File: src/rtl/cpu_pkg.sv
// Shared CPU definitions: word width, fetch-stage state encoding and the default bubble instruction.
package cpu_pkg;

  localparam int WORD_W = 32;

  typedef logic [WORD_W-1:0] word_t;

  localparam word_t NOP_INSTR_DEFAULT = 32'h0000_0000;

  typedef enum logic [1:0] {
    ST_BOOT  = 2'd0,
    ST_FETCH = 2'd1,
    ST_STALL = 2'd2
  } fetch_state_e;

  // Word-address increment; wraps FFFF_FFFF -> 0000_0000 by construction.
  function automatic word_t pc_inc(input word_t pc);
    return pc + word_t'(1);
  endfunction

endpackage

File: src/rtl/fetch_unit_if.sv
// Fetch-stage bundle: hazard/redirect controls, instruction-memory port and the IF/ID output register.
interface fetch_unit_if;
  import cpu_pkg::*;

  logic  stall;
  logic  branch_taken;
  word_t branch_target;
  word_t imem_addr;
  word_t imem_data;
  word_t out_PC;
  word_t out_instruction;
  logic  out_valid;

  modport master (
    input  stall,
    input  branch_taken,
    input  branch_target,
    input  imem_data,
    output imem_addr,
    output out_PC,
    output out_instruction,
    output out_valid
  );

  modport slave (
    output stall,
    output branch_taken,
    output branch_target,
    output imem_data,
    input  imem_addr,
    input  out_PC,
    input  out_instruction,
    input  out_valid
  );

endinterface

File: src/rtl/fetch_perf_ctr.sv
// Saturating 32-bit event counter, cleared by synchronous reset and sticking at FFFF_FFFF.
module fetch_perf_ctr
  import cpu_pkg::*;
(
  input  logic  clock,
  input  logic  reset,
  input  logic  en,
  output word_t count
);

  word_t count_q;
  word_t count_d;

  always_comb begin
    count_d = count_q;
    if (en && (count_q != '1)) begin
      count_d = count_q + word_t'(1);
    end
  end

  always_ff @(posedge clock) begin
    if (reset) begin
      count_q <= '0;
    end else begin
      count_q <= count_d;
    end
  end

  assign count = count_q;

endmodule

File: src/rtl/fetch_unit.sv
// Instruction fetch stage for a synchronous IMEM: one-cycle boot, stall hold and branch redirect.
// Build macro FETCH_PERF_EN adds perf_fetch_count / perf_flush_count saturating counters.
module fetch_unit
  import cpu_pkg::*;
#(
  parameter word_t RESET_PC  = 32'h0000_0000,
  parameter word_t NOP_INSTR = NOP_INSTR_DEFAULT
) (
  input  logic         clock,
  input  logic         reset,
  fetch_unit_if.master fif
`ifdef FETCH_PERF_EN
  ,
  output word_t        perf_fetch_count,
  output word_t        perf_flush_count
`endif
);

  fetch_state_e state_q, state_d;
  word_t        fetch_pc_q, fetch_pc_d;
  word_t        inflight_pc_q, inflight_pc_d;
  logic         inflight_valid_q, inflight_valid_d;
  word_t        hold_instr_q, hold_instr_d;
  word_t        out_pc_q, out_pc_d;
  word_t        out_instr_q, out_instr_d;
  logic         out_valid_q, out_valid_d;

  logic active;
  logic redirect;
  logic advance;

  // Redirects are only honoured once the boot cycle has primed the pipeline.
  assign active   = (state_q == ST_FETCH) || (state_q == ST_STALL);
  assign redirect = active && fif.branch_taken;
  assign advance  = active && !fif.branch_taken && !fif.stall;

  always_comb begin
    state_d          = state_q;
    fetch_pc_d       = fetch_pc_q;
    inflight_pc_d    = inflight_pc_q;
    inflight_valid_d = inflight_valid_q;
    hold_instr_d     = hold_instr_q;
    out_pc_d         = out_pc_q;
    out_instr_d      = out_instr_q;
    out_valid_d      = out_valid_q;

    case (state_q)
      ST_BOOT: begin
        inflight_pc_d    = fetch_pc_q;
        inflight_valid_d = 1'b1;
        fetch_pc_d       = pc_inc(fetch_pc_q);
        state_d          = ST_FETCH;
      end

      ST_FETCH, ST_STALL: begin
        if (redirect) begin
          fetch_pc_d       = fif.branch_target;
          inflight_valid_d = 1'b0;
          out_valid_d      = 1'b0;
          out_instr_d      = NOP_INSTR;
          out_pc_d         = '0;
          state_d          = ST_FETCH;
        end else if (!advance) begin
          // The memory word only stays on imem_data for the first stalled cycle, so latch it there.
          if (state_q == ST_FETCH) begin
            hold_instr_d = fif.imem_data;
          end
          state_d = ST_STALL;
        end else begin
          out_instr_d      = (state_q == ST_STALL) ? hold_instr_q : fif.imem_data;
          out_pc_d         = inflight_pc_q;
          out_valid_d      = inflight_valid_q;
          inflight_pc_d    = fetch_pc_q;
          inflight_valid_d = 1'b1;
          fetch_pc_d       = pc_inc(fetch_pc_q);
          state_d          = ST_FETCH;
        end
      end

      default: begin
        state_d = ST_BOOT;
      end
    endcase
  end

  always_ff @(posedge clock) begin
    if (reset) begin
      state_q          <= ST_BOOT;
      fetch_pc_q       <= RESET_PC;
      inflight_pc_q    <= '0;
      inflight_valid_q <= 1'b0;
      hold_instr_q     <= NOP_INSTR;
      out_pc_q         <= '0;
      out_instr_q      <= NOP_INSTR;
      out_valid_q      <= 1'b0;
    end else begin
      state_q          <= state_d;
      fetch_pc_q       <= fetch_pc_d;
      inflight_pc_q    <= inflight_pc_d;
      inflight_valid_q <= inflight_valid_d;
      hold_instr_q     <= hold_instr_d;
      out_pc_q         <= out_pc_d;
      out_instr_q      <= out_instr_d;
      out_valid_q      <= out_valid_d;
    end
  end

  assign fif.imem_addr       = fetch_pc_q;
  assign fif.out_PC          = out_pc_q;
  assign fif.out_instruction = out_instr_q;
  assign fif.out_valid       = out_valid_q;

`ifdef FETCH_PERF_EN
  fetch_perf_ctr u_fetch_ctr (
    .clock (clock),
    .reset (reset),
    .en    (advance && inflight_valid_q),
    .count (perf_fetch_count)
  );

  fetch_perf_ctr u_flush_ctr (
    .clock (clock),
    .reset (reset),
    .en    (redirect),
    .count (perf_flush_count)
  );
`endif

endmodule

File: src/flat_wrapper.sv
// flat-port wrapper written by rule: the top's interface ports become plain ports
module fetch_unit_flat import cpu_pkg::*;
#(
  parameter word_t RESET_PC  = 32'h0000_0000,
  parameter word_t NOP_INSTR = NOP_INSTR_DEFAULT
)
  (clock, reset, fif_stall, fif_branch_taken, fif_branch_target, fif_imem_data, fif_imem_addr, fif_out_PC, fif_out_instruction, fif_out_valid);
  fetch_unit_if fif_i ();
  input  logic clock;
  input  logic reset;
  input wire logic [$bits(fif_i.stall)-1:0] fif_stall;
  input wire logic [$bits(fif_i.branch_taken)-1:0] fif_branch_taken;
  input wire logic [$bits(fif_i.branch_target)-1:0] fif_branch_target;
  input wire logic [$bits(fif_i.imem_data)-1:0] fif_imem_data;
  output wire logic [$bits(fif_i.imem_addr)-1:0] fif_imem_addr;
  output wire logic [$bits(fif_i.out_PC)-1:0] fif_out_PC;
  output wire logic [$bits(fif_i.out_instruction)-1:0] fif_out_instruction;
  output wire logic [$bits(fif_i.out_valid)-1:0] fif_out_valid;
  assign fif_i.stall = fif_stall;
  assign fif_i.branch_taken = fif_branch_taken;
  assign fif_i.branch_target = fif_branch_target;
  assign fif_i.imem_data = fif_imem_data;
  assign fif_imem_addr = fif_i.imem_addr;
  assign fif_out_PC = fif_i.out_PC;
  assign fif_out_instruction = fif_i.out_instruction;
  assign fif_out_valid = fif_i.out_valid;
  fetch_unit #(.RESET_PC(RESET_PC), .NOP_INSTR(NOP_INSTR)) u_core (.clock(clock), .reset(reset), .fif(fif_i));
endmodule
File: config.mk
export PLATFORM = sky130hd
export DESIGN_NAME = fetch_unit_flat
export DESIGN_NICKNAME = d
export VERILOG_FILES = /design/src/rtl/cpu_pkg.sv /design/src/rtl/fetch_unit_if.sv /design/src/rtl/fetch_perf_ctr.sv /design/src/rtl/fetch_unit.sv /design/src/flat_wrapper.sv
export SDC_FILE = /design/constraint.sdc
export NUM_CORES = 1
export LEC_CHECK = 0
export ABC_CLOCK_PERIOD_IN_PS = 1900
export BUFFER_PORTS_ARGS = -buffer_cell sky130_fd_sc_hd__buf_4
export CAP_MARGIN = 15
export CORE_MARGIN = 2
export CORE_UTILIZATION = 45
export DETAILED_ROUTE_END_ITERATION = 12
export PLACE_DENSITY = 0.71
export SLEW_MARGIN = 20
export SYNTH_ARGS = -nofsm -noshare
export SYNTH_HDL_FRONTEND = slang
export SYNTH_SLANG_ARGS = --single-unit
File: constraint.sdc
create_clock -name clock -period 1.9 [get_ports clock]
set_input_delay 0.095 -clock clock [delete_from_list [all_inputs] [get_ports clock]]
set_output_delay 0.095 -clock clock [all_outputs]
set_load 0.005 [all_outputs]
==> impl_metrics.toml, run 1 <==
[synth]
synth_ff_type = "dfxtp_1"
synth_area_leaders = "dfxtp_1 47%, nand2_1 9.8%, a21oi_1 7.2%"
async_flop_share_pct = 0
syn-num-nets = 951
synth_top_cell_by_area = "dfxtp_1"
synth_edf_count = 0
synth-seq-cells = 164
yosysSeqAreaShare_pct = 46.7
syn_area_per_cell_um2 = 8.01
netlist_instances = 878
synth_area_um2 = 7030
synth_cell_types = 52
ys.warnings.count = 0
synth_top_area_share_pct = 46.7

[timing]
report.final.slew_viol_count = 0
setup_viol_count_final = 1
whs_ns = 0.0183
period_minus_slack_ns = 1.90
fin_ws_ns = -0.00349
fin_crit_sh_pct = 100
worstMarginPinSlew_ns = 0.420
fmax_mhz = 525
hold_viol = 0
relSlewSlack_pct = 71.7
rsz0062_at_grt = "true"
clock_skew_ns = 0.00923

[placed_design]
io_buffer_count = 164
dp_cells = 1265
routabilityCongestion = 0.922
place_area_um2 = 9030
dp_hpwl_um = 14200

[detailed_routing]
via_per_inst = 5.50
detail_route.wl_per_cell_um = 15.8
drc = 0
first_pass_iters = 5
ant_nets = 0
drt_iter0_drc = 589
num_vias = 7329
drt-total-wl_um = 21100

[clocking]
cts_htree_levels = 4
clk_path_buf_depth = 2
cts_tree = "done"
cts_sinks = 164
clk_latency_ns = 0.43
cts_buffers = 17
clock-root-buffer = "clkbuf_16"
clk_pin_slew_ns = 0.06

[setup_path]
crit_arrival_ns = 2.20
crit_slowest_cell = "or4_4"
crit_type = "flip-flop to flip-flop"
critPathCaptureType = "flip-flop"
startpoint_type = "flip-flop"
cp_cell_sequence = "nand3_2, or4_4, or4_4, nand3_2, o311ai_2"
critPathRequiredTime_ns = 2.19
cp_max_fo = 6
slowest_delay_ns = 0.60

[floorplan]
die_h_um = 129
start_util_pct = 46.1
coreArea_um2 = 15300
std_cell_rows = 45
die_x_um = 129
die_area_um2 = 16600
io_pins = 165

[final_layout]
synthToLayoutAreaGrowth_pct = 43.8
final_cells = 1333
drive_gt1_share_pct = 30.6
fin_area_um2 = 10100
layout.nets = 1184
final_core_util_pct = 66.3

[worst_hold_path]
hold_path_class = "primary input to flip-flop"

[global_routing]
grt_max_degree = 53
gr-usage-all-layers_pct = 25.2
gr-total-overflow = 0
grt_antenna_before_repair = 1
grt_pass1_vias = 6681
grt_pass1_wl_um = 33400

[power]
p_per_area_nw_per_um2 = 881
ir_worst_vdd_mv = 0.714
leakage_uw = 0.00408

[flow_run]
drv_cap = 0

[status]
status = "finished, violations left"
failed_checks = "negative setup slack"
==> Yosys cell counts, types with 2 or more instances <==
library cell and instances:
nor3_1 25, nand2b_1 3, o41ai_1 2, nor2_1 94
nand3b_1 3, ha_1 5, a21oi_1 101, mux2i_1 15
and4_1 3, and3_1 8, a21o_1 3, and2_1 2
nor4_1 9, nor3b_1 2, nand2_1 183, clkbuf_1 66
o21ai_0 17, o31ai_1 7, a22oi_1 56, a41oi_1 2
a311oi_1 4, a22o_1 3, dfxtp_1 164, buf_1 6
a211oi_1 6, or3_1 8, nand3_1 16, buf_2 2
o21bai_1 2, a31oi_1 6, inv_1 4, nand4_1 11
a211o_1 2, mux2_2 20
==> sequential cells by signal, summed over array words and instances, names as in the netlist <==
| signal | count |
|---|---|
| u_core.fif.imem_addr | 32 |
| u_core.hold_instr_q | 32 |
| u_core.inflight_pc_q | 32 |
| u_core.fif.out_instruction | 32 |
| u_core.inflight_valid_q | 1 |
| u_core.fif.out_PC | 32 |
| u_core.fif.out_valid | 1 |
| u_core.state_q | 2 |
==> worst paths after layout <==
kind | from | to | slack [ns] | depth (start not counted)
worst min-delay path | fif_branch_target[2] | u_core.fif.imem_addr[2] | 0.02 | 5
worst max-delay path | u_core.fif.imem_addr[9] | u_core.fif.imem_addr[29] | -0.003 | 5
worst max register to register | u_core.fif.imem_addr[9] | u_core.fif.imem_addr[29] | -0.003 | 5
worst min register to register | u_core.hold_instr_q[18] | u_core.hold_instr_q[18] | 0.45 | 2
==> layout by cell type, fill, tap and decap left out, types with 3 or more instances in the layout <==
cell,netlist,final
nand3_2,1,4
dfxtp_1,164,153
mux2i_1,15,15
a31oi_1,6,6
mux2_2,20,19
clkbuf_16,0,17
nor2_1,94,92
a211oi_1,6,5
nand2_1,183,182
a21oi_1,101,101
or3_1,8,8
a22oi_1,56,56
clkinv_2,0,4
o21ai_0,17,17
nor4_1,9,6
and3_1,8,7
nand4_1,11,11
dfxtp_2,0,11
buf_12,0,6
buf_4,0,246
nand3_1,16,13
a22o_1,3,3
dlygate4sd3_1,0,36
a311oi_1,4,3
nand3b_1,3,3
o31ai_1,7,7
nor3_1,25,25
ha_2,0,3
bufinv_16,0,5
a21o_1,3,3
==> report_power, final <==
part           leakage, uW  switching [uW]  total [uW]  internal (uW)
Sequential         0.00134             126        3760           3640
Clock             0.000301            1340        3640           2300
Combinational      0.00244             803        1510            703
==> cell families (layout without fill, tap and decap cells) <==
| logic type | after synthesis | in the layout | share of synthesized area (%) |
|---|---|---|---|
| adders and majority gates | 5 | 5 | 0.889 |
| muxes | 35 | 35 | 5.34 |
| AOI/OAI and AO/OA | 219 | 219 | 19.5 |
| DFF | 164 | 164 | 46.7 |
| and+or+nand+nor | 376 | 376 | 23.3 |
| other | 0 | 1 | 0 |
| buffers and inverters | 79 | 322 | 4.27 |
==> what timing repair did <==
action	CTS	global route
setup buffers	0	3
hold endpoints to repair	36	0
hold buffers	36	0
endpoints found under the setup margin	3	54
gates resized for setup	2	20
pin swaps	0	6
==> through the flow <==
stage          worst slack (ns)  setup TNS (ns)  total power (uW)
2_1_floorplan           -0.0761          -0.139              4550
3_3_place_gp             0.0216               0              5220
3_5_place_dp            -0.0366         -0.0366              5240
4_1_cts                -0.00221        -0.00221              8920
5_1_grt                 -0.0401         -0.0586              9290
6_report               -0.00349        -0.00349              8910
==> area by class of cell <==
type / instances / area, um2
clock inverter: 11 / 186
clock buffer: 18 / 429
multi-input combinational: 635 / 3580
sequential: 164 / 3300
antenna: 1 / 2.50
inverter: 4 / 15.0
timing repair buffer: 289 / 2340
tap: 211 / 264
fill: 1230 / 5150
==> layer usage <==
layer	global-route usage [%]	part of all wire (%)	vias up
met4	10.1	2.5	0
met1	33.9	44	3454
li1	-	-	3551
met3	5.37	6.6	42
met2	39.6	47	282
met5	0	0	-
==> critical path: cells and delay by family, from the launching register on <==
| family | cells | cell delay, ns |
|---|---|---|
| compound gates | 1 | 0.11 |
| simple gates | 4 | 1.31 |
| flops | 1 | 0.34 |
(Power assumes the default switching activity.)
==> run 2: changes to the inputs <==
--- a/config.mk
+++ b/config.mk
@@ -6,12 +6,11 @@
 export NUM_CORES = 1
 export LEC_CHECK = 0
 export ABC_CLOCK_PERIOD_IN_PS = 1900
-export BUFFER_PORTS_ARGS = -buffer_cell sky130_fd_sc_hd__buf_4
 export CAP_MARGIN = 15
 export CORE_MARGIN = 2
 export CORE_UTILIZATION = 45
 export DETAILED_ROUTE_END_ITERATION = 12
-export PLACE_DENSITY = 0.71
+export DONT_BUFFER_PORTS = 1
 export SLEW_MARGIN = 20
 export SYNTH_ARGS = -nofsm -noshare
 export SYNTH_HDL_FRONTEND = slang
==> constraint.sdc (replaced) <==
create_clock -name clock -period 1.9 [get_ports clock]
set_input_delay 0.19 -clock clock [delete_from_list [all_inputs] [get_ports clock]]
set_output_delay 0.19 -clock clock [all_outputs]
set_load 0.005 [all_outputs]
==> impl_metrics.toml, run 2 (same netlist as run 1, synthesis figures left out) <==
[placed_design]
io_buffer_count = 0
routabilityCongestion = 0.882
dp_hpwl_um = 14700

[floorplan]
die_x_um = 129
coreArea_um2 = 15300
die_h_um = 129
io_pins = 165
std_cell_rows = 45
die_area_um2 = 16600
start_util_pct = 46.1

[final_layout]
nFillCells = 1350
diodes = 0
final_common_cell = "nand2_1"
layout.nets = 991
synthToLayoutAreaGrowth_pct = 22.3
drive_gt1_share_pct = 20.9
layout_common_cells = "182 x nand2_1, 150 x dfxtp_1, 101 x a21oi_1"

[timing]
hold_viol = 156
rsz0062_at_grt = "true"
relSlewSlack_pct = 71.9
setup_tns_ns = 0
clock_skew_ns = 0.0109
fmax_mhz = 536
whs_ns = -0.163
fin_crit_sh_pct = 98.1
period_minus_slack_ns = 1.86
worstMarginPinSlew_ns = 0.421
setup_viol_count_final = 0
report.final.slew_viol_count = 0

[clocking]
cts_tree = "done"
clock-root-buffer = "clkbuf_16"
cts_sinks = 164
clk_path_buf_depth = 2
hold_buffers = 2
cts_buffers = 17
clk_pin_slew_ns = 0.06
cts_htree_levels = 4
clk_latency_ns = 0.42

[global_routing]
grt_busiest_layer = "met2"
grt_max_degree = 172
use_met1_pct = 32.7
grt_pass1_wl_um = 33000
grt_use_met2_pct = 39.5
grt_pass1_vias = 6298
gr-total-overflow = 0
grt_antenna_before_repair = 1
gr-usage-all-layers_pct = 25.1
grt_use_met3_pct = 9.04

[power]
leakage_uw = 0.00311
total_power_uw = 8080
ir_worst_vdd_mv = 0.645
p_per_area_nw_per_um2 = 939

[setup_path]
reg2reg_depth = 8
crit_type = "flip-flop to flip-flop"
startpoint_type = "flip-flop"
crit_arrival_ns = 2.16
r2r_setup_slack_ns = 0.04
critPathRequiredTime_ns = 2.20
critPathCaptureType = "flip-flop"
cp_max_fo = 4

[status]
failed_checks = "negative hold slack"
status = "finished, violations left"

[detailed_routing]
via_per_inst = 5.86
drt-total-wl_um = 21400
ant_nets = 0
num_vias = 6677
drc = 0
detail_route.wl_per_cell_um = 18.8
drt_iter0_drc = 452
first_pass_iters = 5

[flow_run]
drv_cap = 0

[worst_hold_path]
hold_path_class = "primary input to flip-flop"
min_path_cells = 1
## run 2: cell count changes in the layout (fill, tap and decap cells not counted), sizes merged
cell / change
dlygate4sd3: -34
diode: -1
buf: -159
clkbuf: +4
bufinv: -5
inv: +1
clkinv: +1
## run 2: path summary, 6_finish.rpt
check,from,endpoint
max,u_core.fif.imem_addr[1],u_core.fif.imem_addr[28]
min,reset,u_core.fif.out_PC[25]
max reg2reg,u_core.fif.imem_addr[1],u_core.fif.imem_addr[28]
min reg2reg,u_core.inflight_pc_q[18],u_core.inflight_pc_q[18]
## run 2: final cells by class
type / count / area [um2] / area share, %
Inverter: 4 / 15.0 / 0.174
Multi-Input combinational cell: 635 / 3630 / 42.2
Clock inverter: 8 / 53.8 / 0.625
Timing Repair Buffer: 96 / 863 / 10.0
Sequential cell: 164 / 3300 / 38.4
Clock buffer: 22 / 474 / 5.51
Tap cell: 211 / 264 / 3.07
## run 2: layer usage
metal	share of wire, %	routed length [um]
met5	0.061	13
met4	1.9	408
met3	9.3	1990
met2	46	9860
met1	43	9180
## run 2: repair_timing
| item | in CTS | in global routing |
|---|---|---|
| resized for setup | 8 | 35 |
| buffers inserted | 1 | 5 |
| endpoints found under the setup margin | 25 | 43 |
| endpoints found under the hold margin | 162 | 159 |
| pin swaps | 3 | 10 |
| gates cloned | 1 | 1 |
## run 2: through the flow
step / std cells / hold WS (ns) / instance area (um2) / setup slack (ns) / util [%]
floorplan: 878 / 0.326 / 7120 / -0.0761 / -
finish: 1140 / -0.163 / 8600 / 0.0356 / 56.4
CTS: 1134 / -0.168 / 8440 / 0.00359 / 55.3
detailed placement: 1100 / 0.278 / 7820 / -0.0999 / 51.3
global placement: 1100 / 0.275 / 7820 / -0.00612 / 51.3
global route: 1140 / -0.185 / 8600 / -0.0405 / 56.4
## run 2: critical path: stages (launching register included)
cell      delay [ns]
dfxtp_2         0.34
buf_6           0.11
ha_4            0.13
and3_4          0.21
nand4_1         0.16
nor4_4          0.35
buf_4           0.19
and4b_1         0.22
a211oi_2        0.04
## run 2: power breakdown
part	switching, uW	total [uW]	internal, uW
clock	1330	3090	1760
combinational	709	1210	505
sequential	131	3770	3640
==> run 3: changes to the inputs <==
--- a/config.mk
+++ b/config.mk
@@ -7,8 +7,9 @@
 export LEC_CHECK = 0
 export ABC_CLOCK_PERIOD_IN_PS = 1900
 export CAP_MARGIN = 15
-export CORE_MARGIN = 2
+export CORE_MARGIN = 3
 export CORE_UTILIZATION = 45
+export CTS_BUF_LIST = sky130_fd_sc_hd__clkbuf_4 sky130_fd_sc_hd__clkbuf_8 sky130_fd_sc_hd__clkbuf_16
 export DETAILED_ROUTE_END_ITERATION = 12
 export DONT_BUFFER_PORTS = 1
 export SLEW_MARGIN = 20
==> constraint.sdc (replaced) <==
create_clock -name clock -period 1.9 [get_ports clock]
set_input_delay 0.095 -clock clock [delete_from_list [all_inputs] [get_ports clock]]
set_output_delay 0.095 -clock clock [all_outputs]
set_load 0.005 [all_outputs]
==> impl_metrics.toml, run 3 (same netlist as run 1, synthesis figures left out) <==
[power]
switching_power_uw = 2310
power_frac_seq_pct = 45.6
ir_worst_vdd_mv = 0.593
p_per_area_nw_per_um2 = 961
combPwrFrac_pct = 14.5
swShare_pct = 27.9
leakage_uw = 0.00309
total_power_uw = 8300
internal_power_uw = 5990
pwr-share-clk_pct = 39.9

[timing]
clock_skew_ns = 0.0109
hold_viol = 161
report.final.slew_viol_count = 0
fin_crit_sh_pct = 98.8
setup_viol_count_final = 0
relSlewSlack_pct = 66.4
period_minus_slack_ns = 1.88
fmax_mhz = 533
whs_ns = -0.248
rsz0062_at_grt = "true"
worstMarginPinSlew_ns = 0.500

[clocking]
cts_buffers = 17
clk_latency_ns = 0.42
cts_htree_levels = 4
clock-root-buffer = "clkbuf_16"
cts_sinks = 164
clk_path_buf_depth = 2
cts_tree = "done"
hold_buffers = 2
clk_pin_slew_ns = 0.07

[setup_path]
crit_type = "flip-flop to flip-flop"
cp_max_fo = 7
crit_arrival_ns = 2.18
critPathCaptureType = "flip-flop"
critPathRequiredTime_ns = 2.20
startpoint_type = "flip-flop"

[final_layout]
diodes = 0
layout_common_cells = "182 x nand2_1, 151 x dfxtp_1, 99 x a21oi_1"
synthToLayoutAreaGrowth_pct = 22.8
layout.nets = 986
final_common_cell = "nand2_1"
final_cells = 1137
fin_area_um2 = 8640
drive_gt1_share_pct = 20.4
nFillCells = 1389
final_core_util_pct = 56.6

[global_routing]
gr-total-overflow = 0
grt_pass1_vias = 6044
grt_antenna_before_repair = 1
gr-usage-all-layers_pct = 23.9
grt_max_degree = 172
grt_pass1_wl_um = 32300

[detailed_routing]
num_vias = 6475
ant_nets = 0
first_pass_iters = 5
drt_iter0_drc = 516
drc = 0
drt-total-wl_um = 21100
detail_route.wl_per_cell_um = 18.5
via_per_inst = 5.69

[floorplan]
die_area_um2 = 17200
die_x_um = 131
coreArea_um2 = 15300
io_pins = 165
start_util_pct = 46.1
std_cell_rows = 45
die_h_um = 131

[placed_design]
dp_hpwl_um = 14400
io_buffer_count = 0
dp_cells = 1093
routabilityCongestion = 0.876
place_area_um2 = 7760

[status]
status = "finished, violations left"
failed_checks = "negative hold slack"

[flow_run]
drv_cap = 0

[worst_hold_path]
hold_path_class = "primary input to flip-flop"
==> run 3: changes by cell type in the layout (fill, tap and decap cells not counted), sizes merged <==
cell | before | now
dlygate4sd3 | 2 | 1
clkinvlp | 1 | 5
clkbuf | 22 | 18
bufinv | 0 | 1
buf | 94 | 88
dlymetal6s4s | 0 | 1
inv | 5 | 10
clkinv | 6 | 3
==> run 3: timing repair <==
item                       CTS  global route
hold endpoints to repair   164           162
setup endpoints to repair   42            44
buffers inserted             1             9
gates resized for setup      8            35
pin swaps                    1            13
cloned                       0             1
==> run 3: metal layers <==
layer	vias to the layer above	wire (um)	global-route usage (%)
li1	3161	-	-
met1	3076	9260	31.7
met2	210	9690	36.1
met3	26	1740	8.46
met4	2	354	8.23
met5	-	13	0
==> run 3: area by class of cell <==
class	count	area (um2)	area share, %
multi-input cells	635	3600	41.7
flip-flops and latches	164	3300	38.3
repair buffers	91	878	10.2
clock buffers	17	425	4.93
well taps	211	264	3.06
clock inverters	15	148	1.71
inverters	4	15.0	0.174
==> run 3: worst paths after layout <==
path / slack [ns] / depth (start not counted) / startpoint / endpoint
max: 0.02 / 9 / u_core.state_q[1] / u_core.fif.imem_addr[25]
min: -0.25 / 1 / reset / u_core.fif.out_PC[24]
max reg2reg: 0.02 / 9 / u_core.state_q[1] / u_core.fif.imem_addr[25]
min reg2reg: 0.45 / 2 / u_core.hold_instr_q[2] / u_core.hold_instr_q[2]
==> run 3: power groups by stage <==
| stage | sequential (uW) | combinational [uW] | clock [uW] |
|---|---|---|---|
| 2_1_floorplan | 3850 | 706 | 0 |
| 3_3_place_gp | 3840 | 1080 | 0 |
| 3_5_place_dp | 3850 | 1110 | 0 |
| 4_1_cts | 3770 | 1130 | 3380 |
| 5_1_grt | 3800 | 1320 | 3540 |
| 6_report | 3780 | 1200 | 3310 |
==> run 3: critical path, stage by stage (launching register included) <==
cell and delay (ns):
dfxtp_2 0.34, inv_2 0.05, ha_4 0.28, nand3b_1 0.13
buf_4 0.17, nand2b_4 0.14, buf_6 0.15, nor4_1 0.04
and3_1 0.17, or3_1 0.29
==> run 3: through the flow <==
step / setup TNS (ns) / setup slack (ns)
finish: 0 / 0.0234
global route: -0.390 / -0.0851
CTS: 0 / 0.00416
detailed placement: -0.719 / -0.102
global placement: -0.00129 / -0.00129
floorplan: -0.139 / -0.0761
